File: src/rtl/matvec_sequencer.sv
// Job sequencer for the 8x8 matrix-vector engine: fetches B and A-row words, unpacks them
// into the input FIFOs, then clears and runs the MAC chain. Optional cycle counter: MATVEC_SEQ_PERF_EN.
module matvec_sequencer #(
    parameter int unsigned ROWS         = 8,
    parameter int unsigned COLS         = 8,
    parameter int unsigned DATA_WIDTH   = 8,
    parameter int unsigned ADDR_WIDTH   = 32,
    parameter int unsigned DRAIN_CYCLES = 10
) (
    input  logic                       clk,
    input  logic                       rst_n,
    input  logic                       start,
    input  logic [ADDR_WIDTH-1:0]      base_addr,
    output logic [ADDR_WIDTH-1:0]      mem_address,
    output logic                       mem_read,
    input  logic [COLS*DATA_WIDTH-1:0] mem_readdata,
    input  logic                       mem_readdatavalid,
    input  logic                       mem_waitrequest,
    output logic [DATA_WIDTH-1:0]      fifo_wdata,
    output logic                       fifo_wr_b,
    output logic [ROWS-1:0]            fifo_wr_a,
    input  logic                       fifo_full_b,
    input  logic [ROWS-1:0]            fifo_full_a,
    output logic                       mac_clr,
    output logic                       mac_en0,
    output logic                       fifo_rd_b,
    output logic                       busy,
    output logic                       done,
    output logic                       err,
    output logic [2:0]                 state,
    output logic [31:0]                perf_cycles
);
    localparam int unsigned WORD_W = COLS * DATA_WIDTH;
    localparam int unsigned WIDX_W = $clog2(ROWS + 1);
    localparam int unsigned BIDX_W = ($clog2(COLS) > 0) ? $clog2(COLS) : 1;
    localparam int unsigned DCNT_W = $clog2(DRAIN_CYCLES + 1);

    localparam logic [2:0] S_IDLE   = 3'd0;
    localparam logic [2:0] S_FETCH  = 3'd1;
    localparam logic [2:0] S_WAIT   = 3'd2;
    localparam logic [2:0] S_UNPACK = 3'd3;
    localparam logic [2:0] S_CLEAR  = 3'd4;
    localparam logic [2:0] S_RUN    = 3'd5;
    localparam logic [2:0] S_DRAIN  = 3'd6;
    localparam logic [2:0] S_DONE   = 3'd7;

    logic [2:0]            state_q, state_d;
    logic [ADDR_WIDTH-1:0] base_q, base_d;
    logic [WIDX_W-1:0]     word_idx_q, word_idx_d;
    logic [BIDX_W-1:0]     byte_idx_q, byte_idx_d;
    logic [DCNT_W-1:0]     drain_q, drain_d;
    logic [WORD_W-1:0]     word_q, word_d;
    logic                  err_q, err_d;
    logic [ROWS-1:0]       sel_a;
    logic                  tgt_full;
    logic                  start_ok;

    assign start_ok = start & ((state_q == S_IDLE) | (state_q == S_DONE));

    // Word 0 targets the B FIFO, word r+1 targets A FIFO r.
    always_comb begin
        sel_a = '0;
        for (int r = 0; r < ROWS; r++) begin
            sel_a[r] = (word_idx_q == WIDX_W'(r + 1));
        end
        tgt_full = (word_idx_q == '0) ? fifo_full_b : |(fifo_full_a & sel_a);
    end

    always_comb begin
        state_d     = state_q;
        base_d      = base_q;
        word_idx_d  = word_idx_q;
        byte_idx_d  = byte_idx_q;
        drain_d     = drain_q;
        word_d      = word_q;
        mem_read    = 1'b0;
        mem_address = '0;
        fifo_wdata  = '0;
        fifo_wr_b   = 1'b0;
        fifo_wr_a   = '0;
        mac_clr     = 1'b0;
        mac_en0     = 1'b0;
        fifo_rd_b   = 1'b0;
        case (state_q)
            S_IDLE, S_DONE: begin
                if (start_ok) begin
                    base_d     = base_addr;
                    word_idx_d = '0;
                    state_d    = S_FETCH;
                end
            end
            S_FETCH: begin
                mem_read    = 1'b1;
                mem_address = base_q + ADDR_WIDTH'(word_idx_q);
                if (!mem_waitrequest) state_d = S_WAIT;
            end
            S_WAIT: begin
                if (mem_readdatavalid) begin
                    word_d     = mem_readdata;
                    byte_idx_d = '0;
                    state_d    = S_UNPACK;
                end
            end
            S_UNPACK: begin
                // Latched word shifts left per written byte so the MSB byte is always next.
                fifo_wdata = word_q[WORD_W-1 -: DATA_WIDTH];
                if (!tgt_full) begin
                    fifo_wr_b  = (word_idx_q == '0);
                    fifo_wr_a  = sel_a;
                    word_d     = word_q << DATA_WIDTH;
                    byte_idx_d = byte_idx_q + BIDX_W'(1);
                    if (byte_idx_q == BIDX_W'(COLS - 1)) begin
                        byte_idx_d = '0;
                        if (word_idx_q == WIDX_W'(ROWS)) begin
                            state_d = S_CLEAR;
                        end else begin
                            word_idx_d = word_idx_q + WIDX_W'(1);
                            state_d    = S_FETCH;
                        end
                    end
                end
            end
            S_CLEAR: begin
                mac_clr    = 1'b1;
                byte_idx_d = '0;
                state_d    = S_RUN;
            end
            S_RUN: begin
                mac_en0    = 1'b1;
                fifo_rd_b  = 1'b1;
                byte_idx_d = byte_idx_q + BIDX_W'(1);
                if (byte_idx_q == BIDX_W'(COLS - 1)) begin
                    byte_idx_d = '0;
                    drain_d    = '0;
                    state_d    = S_DRAIN;
                end
            end
            S_DRAIN: begin
                drain_d = drain_q + DCNT_W'(1);
                if (drain_q == DCNT_W'(DRAIN_CYCLES - 1)) state_d = S_DONE;
            end
            default: state_d = S_IDLE;
        endcase
    end

    // Return data outside WAIT_DATA is dropped and flagged until reset.
    assign err_d = err_q | (mem_readdatavalid & (state_q != S_WAIT));

    always_ff @(posedge clk or negedge rst_n) begin
        if (!rst_n) begin
            state_q    <= S_IDLE;
            base_q     <= '0;
            word_idx_q <= '0;
            byte_idx_q <= '0;
            drain_q    <= '0;
            word_q     <= '0;
            err_q      <= 1'b0;
        end else begin
            state_q    <= state_d;
            base_q     <= base_d;
            word_idx_q <= word_idx_d;
            byte_idx_q <= byte_idx_d;
            drain_q    <= drain_d;
            word_q     <= word_d;
            err_q      <= err_d;
        end
    end

    assign busy  = (state_q != S_IDLE) && (state_q != S_DONE);
    assign done  = (state_q == S_DONE);
    assign err   = err_q;
    assign state = state_q;

`ifdef MATVEC_SEQ_PERF_EN
    logic [31:0] perf_q, perf_d;

    // The start-sampling cycle counts as the first busy cycle.
    always_comb begin
        perf_d = perf_q;
        if (start_ok)  perf_d = 32'd1;
        else if (busy) perf_d = perf_q + 32'd1;
    end

    always_ff @(posedge clk or negedge rst_n) begin
        if (!rst_n) perf_q <= '0;
        else        perf_q <= perf_d;
    end

    assign perf_cycles = perf_q;
`else
    assign perf_cycles = 32'd0;
`endif

endmodule

File: config.mk
export PLATFORM = sky130hd
export DESIGN_NAME = matvec_sequencer
export DESIGN_NICKNAME = d
export VERILOG_FILES = /design/src/rtl/matvec_sequencer.sv
export SDC_FILE = /design/constraint.sdc
export NUM_CORES = 1
export LEC_CHECK = 0
export ABC_AREA = 1
export BUFFER_PORTS_ARGS = -buffer_cell sky130_fd_sc_hd__buf_2
export CORE_MARGIN = 2
export CORE_UTILIZATION = 40
export DETAILED_ROUTE_END_ITERATION = 7
export HOLD_SLACK_MARGIN = 0.12
export PLACE_DENSITY = 0.63
export SYNTH_ARGS = -nofsm -noshare
export SYNTH_HDL_FRONTEND = slang
export SYNTH_SLANG_ARGS = --single-unit
File: constraint.sdc
create_clock -name clk -period 2.49 [get_ports clk]
set_clock_uncertainty 0.2 [all_clocks]
set_input_delay 0.498 -clock clk [delete_from_list [all_inputs] [get_ports clk]]
set_output_delay 0.498 -clock clk [all_outputs]
set_load 0.01 [all_outputs]
### After elaboration in Yosys (flattened, before gate mapping)

Index checks and enable logic that the tools add are counted.

* register bits: 111
* logic and storage cells: 92
* memories kept: 0
* memory bits (read-only): 0
* RAM bits: 0
* output and inout bits: 91
* latch bits: 0

* reduce and logical (&&, ||, !) cells: 16
* shifts and indexed selects: 0
* mux-type cells: 33
* div/mod/pow operators: 0
* add/sub/neg operators: 4
* equality and inequality tests: 27
* $mul: 0
* bitwise gates (word level): 5
* $lt $le $gt $ge: 0

Operators by type and width (count)
* two-way mux 64 bit: 2
* case mux 64 bit (2 select lines): 1
* two-way mux 3 bit: 11
* adder 32 x 4 -> 32 bit: 1
* two-way mux 32 bit: 1
* two-way mux 8 bit: 3
* case mux 3 bit (7 select lines): 1
* two-way mux 4 bit: 5
* equality test 4 x 3 -> 1 bit (second input constant): 4
* != test 2 bit (second input constant): 8
* case mux 4 bit (2 select lines): 2
* equality test 3 bit (second input constant): 5
* case mux 3 bit (4 select lines): 1
* adder 4 x 1 -> 4 bit (second input constant): 2
* AND 8 bit: 1
* equality test 4 x 2 -> 1 bit (second input constant): 2
* equality test 4 bit (second input constant): 2
* OR reduction 8 bit: 1
* AND reduction 7 bit: 1
* equality test 3 x 2 -> 1 bit (second input constant): 2
* two-way mux 1 bit: 6
* AND reduction 3 bit: 2
* nonzero test 2 bit: 3
* AND reduction 5 bit: 1
* other kinds (14): 17

### Logic depth before layout (Yosys ltp)

Gate-level depths: netlist (run 1).

* depth after elaboration: 6
* mapped depth: 12

### Worst setup path after synthesis (run 1)

No wires, ideal clock.

* kind: flip-flop to output port
* start: register word_idx_q[0]
* end: output mem_address[18]
* setup slack: 132 ps
* stages on the path, launching flop included: 10
* path buffers: 0
* arrival: 1660 ps
* cell sequence: dfrtp_1 > ha_1 > fa_1 > nand3_1 > nand2_1 > nand2_1 > nor2_1 > nand3_1 > nor2_1 > nor2_1

* word-level cells in the longest chain between the ends: 2

Ends and longest elaborated chain
* start: declaration: RTL line 49 `logic [WIDX_W-1:0] word_idx_q, word_idx_d;`
* start signal: assignment: RTL line 161 `word_idx_q <= word_idx_d;`
* adder 32 x 4 -> 32 bit: RTL line 94 `mem_address = base_q + ADDR_WIDTH'(word_idx_q);`
* two-way mux 32 bit: RTL line 84 `case (state_q)`
* end: declaration: RTL line 14 `output logic [ADDR_WIDTH-1:0] mem_address,`

No other way between the ends.

### Worst setup path in the final report (run 1)

* start: register base_q[0]
* end: output mem_address[22]

* word-level cells in the longest chain between the ends: 2

Ends and longest elaborated chain
* start: declaration: RTL line 48 `logic [ADDR_WIDTH-1:0] base_q, base_d;`
* start signal: assignment: RTL line 160 `base_q <= base_d;`
* adder 32 x 4 -> 32 bit: RTL line 94
* two-way mux 32 bit: RTL line 84

No other way between the ends.

==> summary.md, run 1 <==
| Metric | Value |
|---|---|
| Outcome | complete, but fails checks |
| Failing checks | setup timing |
| Worst Hold End | word_q[0]$_DFFE_PN0P_ |
| Worst R2R End | word_idx_q[2]$_DFFE_PN0P_ |
| Post-synth top area cell | dfrtp_1 |
| Vias | about 7000 |
| Final Hold Fails | 0 |
| CTS Buf Count | 9 |
| Worst slack at placement | -87.4 ps |
| Static Leakage | 5.00 nW |
| Hpwl dp | about 14000 um |
| Peak supply drop | 0.000760 V |
| Crit share post-route | 112% |
| Worst-path clk slew | 70 ps |
| Achievable frequency | 0.357 GHz |
| First-pass GRT wire length | 30400 um |
| Total wire length | around 20000 um |
| RR Startpoint | word_idx_q[1]$_DFFE_PN0P_ |
| Die Y | around 140 um |
| Vias in the first global route | approximately 6300 |
| Worst-Margin Slew | 551 ps |
| Layout cells sized above 1 | 28.9% |
| #FFs+latches synth | ~110 |
| Clock buffer depth | 2 |
| Async set or reset register ratio after synthesis | 100% |
| H-Tree Depth | 3 |
| Reg2Reg Depth | 18 |
| Largest net degree at the start of global routing | 65 |
| Ys flop type | dfrtp_1 |
| Synth unique cells | 37 |
| Area grow syn2layout | 28.5% |
| WL/cell | 13.6 um |
| CP Launch Type | flip-flop |
| Die width | 137 um |
| Worst rel slew slack | between 60 and 70% |
| Max cap viols | 0 |
| Most frequent cells in the layout | nand2_1, buf_2, dfrtp_1 |
| I/O Pins | ~200 |
| Required @ worst endpoint | roughly 1800 ps |
| Worst hold slack | 138 ps |
| Area of the mapped netlist | ~7000 um2 |
| Leading cell type in the layout, fill and taps excluded | nand2_1 |
| Setup CP Type | reg -> out |
| Pwr Density | 1120 nW/um2 |
| Number of I/O port buffers | 168 |
| Core ar. | 17300 um2 |
| Synth top area cells | dfrtp_1, nand2_1, nand3_1 |
| Reg2Reg Setup Slack | -260 ps |
| YS warnings | 0 |
| Hold Crit Depth | 3 |
| Ant. Diodes | 0 |
| Final slew viol count | 0 |
| Final worst setup slack | -307 ps |
| DRT antenna net count | 0 |
| Max Fanout on Critical Path | 6 |
| CP arrival | 2100 ps |
| Gp weighted congestion | 0.902 |
| DR pass1 iterations | 5 |
| Fill cells | 1754 |
| Post-synth EDFFs | 0 |
| 1st-iter DRT viols | roughly 430 |
| Worst Hold Launch | mem_readdata[0] |
| Final setup violation count | 42 |
| Clock root cell | clkbuf_16 |
| Global route total overflow | 0 |
| GRT Overall Usage | ~20% |
| Die Area | between 15000 and 20000 um2 |
| Final min period | 2800 ps |
| Syn Area/Cell | 6.86 um2 |
| Seq/Total Area, Yosys | around two fifths |
| Unrepaired setup endpoints after global routing | yes |
| Initial antenna violation count | 0 |
| Hold/Removal Path Class | in -> reg |
| Crit. End Element | output port |
| Clk sinks | 111 |
| Top cell type's share of synthesized area | 39.4% |
| Starting density of the core | 40.8% |
| CTS tree | yes |
| Drt via density | 4.83 |
| DRC Markers | 0 |
| Nets@finish | between 1000 and 1500 |
| Clk Latency, worst-skew pair | around 350 ps |
| Cell Rows | 48 |
| Gate Count Post-Synth | just over 1000 |
## layer usage
layer	global-route usage, %	part of all wire [%]	wire length (um)	vias to the layer above
met4	6.93	1.8	359	0
met5	0	0	0	-
met2	31.8	46	9130	245
met3	3.93	6.9	1360	26
li1	-	-	-	3528
met1	28.6	45	8870	3200
## final cells by class
class	count	area, um2	area share [%]
multi-input cells	788	3940	43.5
flip-flops and latches	111	2790	30.7
repair buffers	226	1420	15.7
inverters	82	319	3.52
well taps	225	282	3.11
clock buffers	12	267	2.94
clock inverters	4	51.3	0.566
## through the flow
step	setup TNS (ps)	instance area, um2	power, W	std cells	util (%)
final	-9330	9070	0.0101	1448	52.4
after global routing	-19400	9070	0.0110	1448	52.4
after CTS	-7890	8800	0.00981	1440	50.9
after detailed placement	-278	8130	0.00796	1409	47.0
after global placement	-110	8130	0.00788	1409	47.0
after floorplan	0	7170	0.00662	1059	-
## cell families (layout without fill, tap and decap cells)
logic type | count (synthesis) | in the layout | synth area share [%]
buffers and inverters | 160 | 324 | 11.6
XOR/XNOR | 13 | 13 | 1.61
adder cells (fa/ha/maj) | 13 | 13 | 2.41
other | 1 | 32 | 0.0531
flip-flops | 111 | 111 | 39.4
AO/OA/AOI/OAI | 67 | 67 | 6.38
AND/OR/NAND/NOR | 663 | 663 | 38.6
## cells in the mapped netlist (2+ instances only)
cell	instances
inv_1	80
ha_1	12
nand2_1	453
dfrtp_1	111
o21ai_0	15
a21oi_1	15
o21ai_1	3
nand3_1	87
buf_2	11
buf_4	41
nor2_1	79
clkbuf_1	9
o21ai_2	28
nor3_1	11
buf_6	6
nand2_2	3
nand3b_1	2
o22ai_1	3
nand4_1	19
xor2_1	12
buf_1	11
and3_1	2
## report_power, final
group          total (W)  internal, W  switching (W)
logic            0.00536      0.00206        0.00330
registers        0.00321      0.00262       0.000592
clock network    0.00155     0.000866       0.000680
## what timing repair did
item	CTS	global route
setup buffers	14	8
endpoints found under the setup margin	39	70
hold buffers	1	0
hold endpoints to repair	36	0
gates cloned	0	1
pin swaps	19	16
gates resized for setup	68	49
## critical path: stages, from the launching register on
cell and delay (ps):
dfrtp_1 390, ha_4 170, fa_2 230, nand3_2 100, nand2_4 120, nand2_4 70, nor2_4 220, nand2_1 100
xor2_1 140, nor2_1 90, buf_2 130
## flip-flops by register name (all words and copies together) (netlist names)
signal,cells
word_idx_q,4
word_q,64
err,1
base_q,32
byte_idx_q,3
drain_q,4
state,3
## worst max path at each step
stage,from,end,slack [ps],depth (start not counted)
after global routing,word_idx_q[0]$_DFFE_PN0P_,mem_address[22],-420,10
after detailed placement,base_q[0]$_DFFE_PN0P_,mem_address[26],-90,10
final,base_q[0]$_DFFE_PN0P_,mem_address[22],-310,10
after global placement,base_q[0]$_DFFE_PN0P_,mem_address[26],-60,10
after CTS,word_idx_q[1]$_DFFE_PN0P_,mem_address[27],-260,11
after floorplan,word_idx_q[0]$_DFFE_PN0P_,mem_address[18],130,9
(Power assumes the default switching activity.)
==> run 2: changes to the inputs <==
--- a/config.mk
+++ b/config.mk
@@ -7,11 +7,11 @@
 export LEC_CHECK = 0
 export ABC_AREA = 1
 export BUFFER_PORTS_ARGS = -buffer_cell sky130_fd_sc_hd__buf_2
-export CORE_MARGIN = 2
-export CORE_UTILIZATION = 40
+export CORE_MARGIN = 1.5
+export CORE_UTILIZATION = 50
 export DETAILED_ROUTE_END_ITERATION = 7
 export HOLD_SLACK_MARGIN = 0.12
-export PLACE_DENSITY = 0.63
+export PLACE_DENSITY_LB_ADDON = 0.2
 export SYNTH_ARGS = -nofsm -noshare
 export SYNTH_HDL_FRONTEND = slang
 export SYNTH_SLANG_ARGS = --single-unit
==> run 2 against run 1 <==
Against the previous run:
- the flow still finishes with violations (setup timing)
- first-iteration DRC count grew 27%
- clock power rose by 4%
- die area decreased by 21%
- wire length decreased by 1.5%
- global-route usage up 5.2 points
- sequential power barely moved
- critical path type unchanged
- largest power group unchanged
==> summary.md, run 2 (synthesized netlist as in run 1, its figures left out) <==
| Metric | Value |
|---|---|
| Outcome | complete, but fails checks |
| Failing checks | setup timing |
| Vias | between 7000 and 8000 |
| Top delay family on crit path | simple AND/OR/NAND/NOR gates |
| Slowest cell on crit path | dfrtp_1 |
| 1st-iter DRT viols | 542 |
| Worst rel slew slack | 65.7% |
| Fill cells | 1325 |
| Die Area | 14800 um2 |
| CP Cell Sequence | ha_4 > a21oi_2 > nand2_2 > nand2_1 > nand2_2 > and2_4 > xor2_1 > nor2_1 > buf_2 |
| GRT Overall Usage | 25.7% |
| Layout cells sized above 1 | between 20 and 30% |
| Nets@finish | between 1000 and 1500 |
| Most used cell, CP | nand2_2 |
| Required @ worst endpoint | between 1500 and 2000 ps |
| Slowest stage delay, CP | 430 ps |
| Final worst setup slack | -315 ps |
| Top Registers | word_q x64, base_q x32 |
| Leading cell type in the layout, fill and taps excluded | nand2_1 |
| Final Instance Area | ~9000 um2 |
| Gp weighted congestion | 0.907 |
| WL/cell | 13.8 um |
| Number of I/O port buffers | 168 |
| Crit path buf inv count | 1 |
| Hpwl dp | approximately 14000 um |
| CTS tree | yes |
| Ant. Diodes | 0 |
| Largest net degree at the start of global routing | 65 |
| DRC Markers | 0 |
| Die width | 122 um |
| CP arrival | between 2000 and 2500 ps |
| Global route total overflow | 0 |
| Worst hold slack | 138 ps |
| Core ar. | between 10000 and 15000 um2 |
| DR pass1 iterations | 5 |
| Worst-Margin Slew | 514 ps |
| Cell Rows | 43 |
| Clock root cell | clkbuf_16 |
| Max reg flops | 64 |
| Final min period | between 2000 and 3000 ps |
| Peak supply drop | approximately 0.00072 V |
| Worst-path clk slew | approximately 70 ps |
| Setup CP Type | reg -> out |
| Crit share post-route | 113% |
| Final setup violation count | 106 |
| Clk Latency, worst-skew pair | between 300 and 400 ps |
| Total design power | 0.0101 W |
| Die Y | around 120 um |
| Total wire length | 19400 um |
| Drt via density | 5.00 |
| Final slew viol count | 0 |
| Dpl cell area | 8110 um2 |
| Hold/Removal Path Class | in -> reg |
| Most frequent cells in the layout | nand2_1, buf_2, dfrtp_1 |
| Crit. End Element | output port |
| Max cap viols | 0 |
| First-pass GRT wire length | between 20000 and 30000 um |
| Clk sinks | 111 |
| DRT antenna net count | 0 |
| I/O Pins | 201 |
| Starting density of the core | about half |
| CP Launch Type | flip-flop |
| Initial antenna violation count | 0 |
| Clock buffer depth | 2 |
| Multi-input logic area | 3890 um2 |
| CTS Buf Count | 9 |
| Pwr Density | about 1100 nW/um2 |
| Achievable frequency | 0.357 GHz |
| Vias in the first global route | just over 6000 |
| Final Hold Fails | 0 |
| Placed Cells | 1368 |
| Unrepaired setup endpoints after global routing | yes |
| Reg with most FFs | word_q |
| Area grow syn2layout | 27.0% |
| H-Tree Depth | 3 |
| Post-Layout Cell Count | 1403 |
| Static Leakage | 5.00 nW |
| Max Fanout on Critical Path | 4 |
| Setup TNS | -14040 ps |
| Sequential Area | 2780 um2 |
run 2: changes by cell type in the layout (fill, tap and decap cells not counted), sizes merged:
cell	change
inv	+3
buf	-1
bufinv	+1
clkbuf	-1
clkinv	-1
clkinvlp	-1
run 2: report_power, final:
| group | internal [W] | switching (W) |
|---|---|---|
| logic | 0.00198 | 0.00330 |
| registers | 0.00261 | 0.000566 |
| clock network | 0.000903 | 0.000708 |
run 2: area by class of cell:
type / count / share of cell area (%)
Timing Repair Buffer: 226 / 15.8
Clock buffer: 10 / 2.56
Sequential cell: 111 / 31.0
Inverter: 82 / 3.52
Tap cell: 180 / 2.51
Multi-Input combinational cell: 788 / 43.4
Clock inverter: 6 / 1.16
run 2: what timing repair did:
action                                 4_1_cts  5_1_grt
setup endpoints to repair                   39      116
hold buffers                                 1        0
gates resized for setup                     60       34
endpoints found under the hold margin       78        0
setup buffers                               12        4
cloned                                       0        2
pin swaps                                   23       18
run 2: final timing paths:
check,depth (start not counted),endpoint,startpoint,slack [ps]
worst max-delay path,9,mem_address[13],word_idx_q[2]$_DFFE_PN0P_,-310
worst min-delay path,3,word_q[5]$_DFFE_PN0P_,mem_readdata[5],140
worst max register to register,16,word_q[57]$_DFFE_PN0P_,word_idx_q[2]$_DFFE_PN0P_,-130
worst min register to register,2,word_q[23]$_DFFE_PN0P_,word_q[23]$_DFFE_PN0P_,270
max in group asynchronous,3,byte_idx_q[1]$_DFFE_PN0P_,rst_n,1110
min in group asynchronous,2,base_q[24]$_DFFE_PN0P_,rst_n,310
run 2: worst reg2reg max path, delay by kind of cell (launching register included):
kind	cells	cell delay [ps]
buffers and inverters	7	1090
flip-flops	1	410
AND/OR/NAND/NOR	9	820
run 2: metrics by stage:
| stage | util [%] | worst slack [ps] |
|---|---|---|
| after CTS | 63.3 | -277 |
| after floorplan | - | 132 |
| after detailed placement | 58.6 | -69.3 |
| final | 64.8 | -315 |
| after global routing | 64.8 | -401 |
| after global placement | 58.6 | -42.5 |
run 2: routing by layer:
metal  track usage, %  share of wire (%)
met1             36.7                 46
met2             40.6                 47
met3             5.15                6.3
met4             5.07               0.77
met5                0                  0
==> run 3: changes to the inputs <==
--- a/config.mk
+++ b/config.mk
@@ -8,7 +8,7 @@
 export ABC_AREA = 1
 export BUFFER_PORTS_ARGS = -buffer_cell sky130_fd_sc_hd__buf_2
 export CORE_MARGIN = 1.5
-export CORE_UTILIZATION = 50
+export CORE_UTILIZATION = 48
 export DETAILED_ROUTE_END_ITERATION = 7
 export HOLD_SLACK_MARGIN = 0.12
 export PLACE_DENSITY_LB_ADDON = 0.2
==> constraint.sdc (replaced) <==
create_clock -name clk -period 2.45 [get_ports clk]
set_clock_uncertainty 0.2 [all_clocks]
set_input_delay 0.49 -clock clk [delete_from_list [all_inputs] [get_ports clk]]
set_output_delay 0.49 -clock clk [all_outputs]
set_load 0.01 [all_outputs]
==> run 3 against run 2 <==
Against the previous run:
- the run still ends with setup timing left
- cell area decreased by 1.1%
- setup slack worse by 2.6 ps
- sequential share of layout area increased by 0.36 points
- cell count is 0.57% higher
- critical path depth did not move
- non-clock buffer count increased by 3
- wire length decreased by 2.2%
- worst hold slack lost 8.3 ps
- power down 0.74%
- critical path type unchanged
- largest cell class unchanged
- highest routed layer is now met5
==> summary.md, run 3 (synthesized netlist as in run 1, its figures left out) <==
| Metric | Value |
|---|---|
| Slowest cell on crit path | fa_2 |
| Total wire length | 19000 um |
| Crit. End Element | output port |
| Achievable frequency | 0.361 GHz |
| Worst rel slew slack | around 63% |
| Reg2Reg Depth | 18 |
| Worst Hold End | word_q[7]$_DFFE_PN0P_ |
| Dpl cell area | 8110 um2 |
| Final min period | 2770 ps |
| GRT Overall Usage | approximately a quarter |
| 1st-iter DRT viols | approximately 580 |
| DR pass1 iterations | 5 |
| Pwr Density | 1130 nW/um2 |
| Vias | roughly 7000 |
| Reg with most FFs | word_q |
| Nets@finish | 1344 |
| Final Hold Fails | 0 |
| Layout cells sized above 1 | about 28% |
| Worst hold slack | 130 ps |
| Most frequent cells in the layout | nand2_1, buf_2, dfrtp_1 |
| Final setup violation count | 41 |
| Initial antenna violation count | 2 |
| Core ar. | 14400 um2 |
| Die width | 124 um |
| Max cap viols | 0 |
| WL/cell | 13.5 um |
| Leading cell type in the layout, fill and taps excluded | nand2_1 |
| Worst-Margin Slew | 550 ps |
| Hpwl dp | 13200 um |
| Global route total overflow | 0 |
| Slowest stage delay, CP | 420 ps |
| Worst-path clk slew | 80 ps |
| CTS Buf Count | 9 |
| Clk Latency, worst-skew pair | 360 ps |
| Max reg flops | 64 |
| DRT antenna net count | 0 |
| Reg2Reg Setup Slack | -210 ps |
| Static Leakage | roughly 5.0 nW |
| Final worst setup slack | -317 ps |
| Max Fanout on Critical Path | 3 |
| Unrepaired setup endpoints after global routing | yes |
| CP Launch Type | flip-flop |
| Clock buffer depth | 2 |
| Crit share post-route | 113% |
| Outcome | complete, but fails checks |
| Worst R2R End | word_idx_q[2]$_DFFE_PN0P_ |
| DRC Markers | 0 |
| Hold/Removal Path Class | in -> reg |
| Die Y | 124 um |
| Peak supply drop | 0.000646 V |
| First-pass GRT wire length | 31200 um |
| Starting density of the core | between 40% and 50% |
| Multi-input logic area | 3840 um2 |
| Setup CP Type | reg -> out |
| Area grow syn2layout | 25.6% |
| Die Area | 15400 um2 |
| Final slew viol count | 0 |
| Number of I/O port buffers | 168 |
| CTS tree | yes |
| H-Tree Depth | 3 |
| CP arrival | 2080 ps |
| Clk sinks | 111 |
| Top Registers | word_q x64, base_q x32 |
| Clock root cell | clkbuf_16 |
| I/O Pins | ~200 |
| CP Cell Sequence | buf_6 > fa_2 > nand3_4 > nand2_4 > inv_2 > nor2_4 > xor2_1 > nor2_1 > buf_2 |
| Hold Crit Depth | 3 |
| Vias in the first global route | 6342 |
| Worst Hold Launch | mem_readdata[7] |
| Required @ worst endpoint | 1760 ps |
| Final Instance Area | 8860 um2 |
| Total design power | 0.00999 W |
| Fill cells | between 1000 and 1500 |
| Sequential Area | 2780 um2 |
| Failing checks | setup timing |
| Gp weighted congestion | 0.890 |
| Setup TNS | -9780 ps |
| RR Startpoint | word_idx_q[0]$_DFFE_PN0P_ |
| Drt via density | 4.94 |
| Largest net degree at the start of global routing | 65 |
| Cell Rows | 44 |
run 3: cell count changes in the layout (fill, tap and decap cells not counted), moves of 2 or more:
cell	previous run	this run
nand2_4	7	5
clkinv_4	0	2
inv_1	76	73
bufinv_16	2	0
nor2_1	65	71
nor3_1	7	9
buf_4	44	48
nor2_2	11	5
o21ai_0	9	7
clkbuf_16	11	9
nor3_2	4	2
o21ai_1	6	9
inv_2	3	5
run 3: metal layers:
layer	GRT usage [%]	wire length, um
met5	0	7
met4	7.23	291
met3	5.52	1230
met2	37.8	8680
met1	34.9	8780
run 3: power by group:
part / internal (W) / total [W] / switching (W) / leakage, nW
Combinational: 0.00201 / 0.00533 / 0.00332 / 3.42
Clock: 0.000708 / 0.00143 / 0.000721 / 0.136
Sequential: 0.00266 / 0.00323 / 0.000577 / 1.40
run 3: layout make-up:
class	instances	area share (%)
clock buffers	10	2.58
well taps	184	2.60
inverters	82	3.62
repair buffers	229	15.8
clock inverters	6	0.593
multi-input cells	788	43.3
diodes	1	0.0282
flip-flops and latches	111	31.4
run 3: what timing repair did:
action                                  4_1_cts  5_1_grt
pin swaps                                    20       11
hold buffers                                  2        0
endpoints found under the hold margin        35        0
endpoints found under the setup margin       39       47
buffers inserted                             15        6
gates resized for setup                      57       31
run 3: worst max-delay path by stage:
stage / depth (start not counted) / start / to / slack, ps
3_3_place_gp: 10 / base_q[0]$_DFFE_PN0P_ / mem_address[26] / -60
6_report: 9 / base_q[1]$_DFFE_PN0P_ / mem_address[12] / -320
3_5_place_dp: 10 / base_q[0]$_DFFE_PN0P_ / mem_address[26] / -60
4_1_cts: 10 / word_idx_q[2]$_DFFE_PN0P_ / mem_address[21] / -280
2_1_floorplan: 9 / word_idx_q[0]$_DFFE_PN0P_ / mem_address[18] / 100
5_1_grt: 10 / base_q[0]$_DFFE_PN0P_ / mem_address[22] / -430
run 3: per-stage QoR:
step                setup WS (ps)  std cells  util (%)
global placement            -62.7       1371      56.2
detailed placement          -62.4       1371      56.2
finish                       -317       1411      61.4
CTS                          -284       1404      60.3
floorplan                    99.7       1059         -
global route                 -425       1411      61.4
run 3: worst max-delay path, delay by kind of cell, from the launching register on:
| family | cells | cell delay, ps |
|---|---|---|
| xor gates and xnor gates | 1 | 140 |
| and+or+nand+nor | 4 | 350 |
| DFF | 1 | 410 |
| adders and majority gates | 1 | 420 |
| buffers and inverters | 3 | 390 |
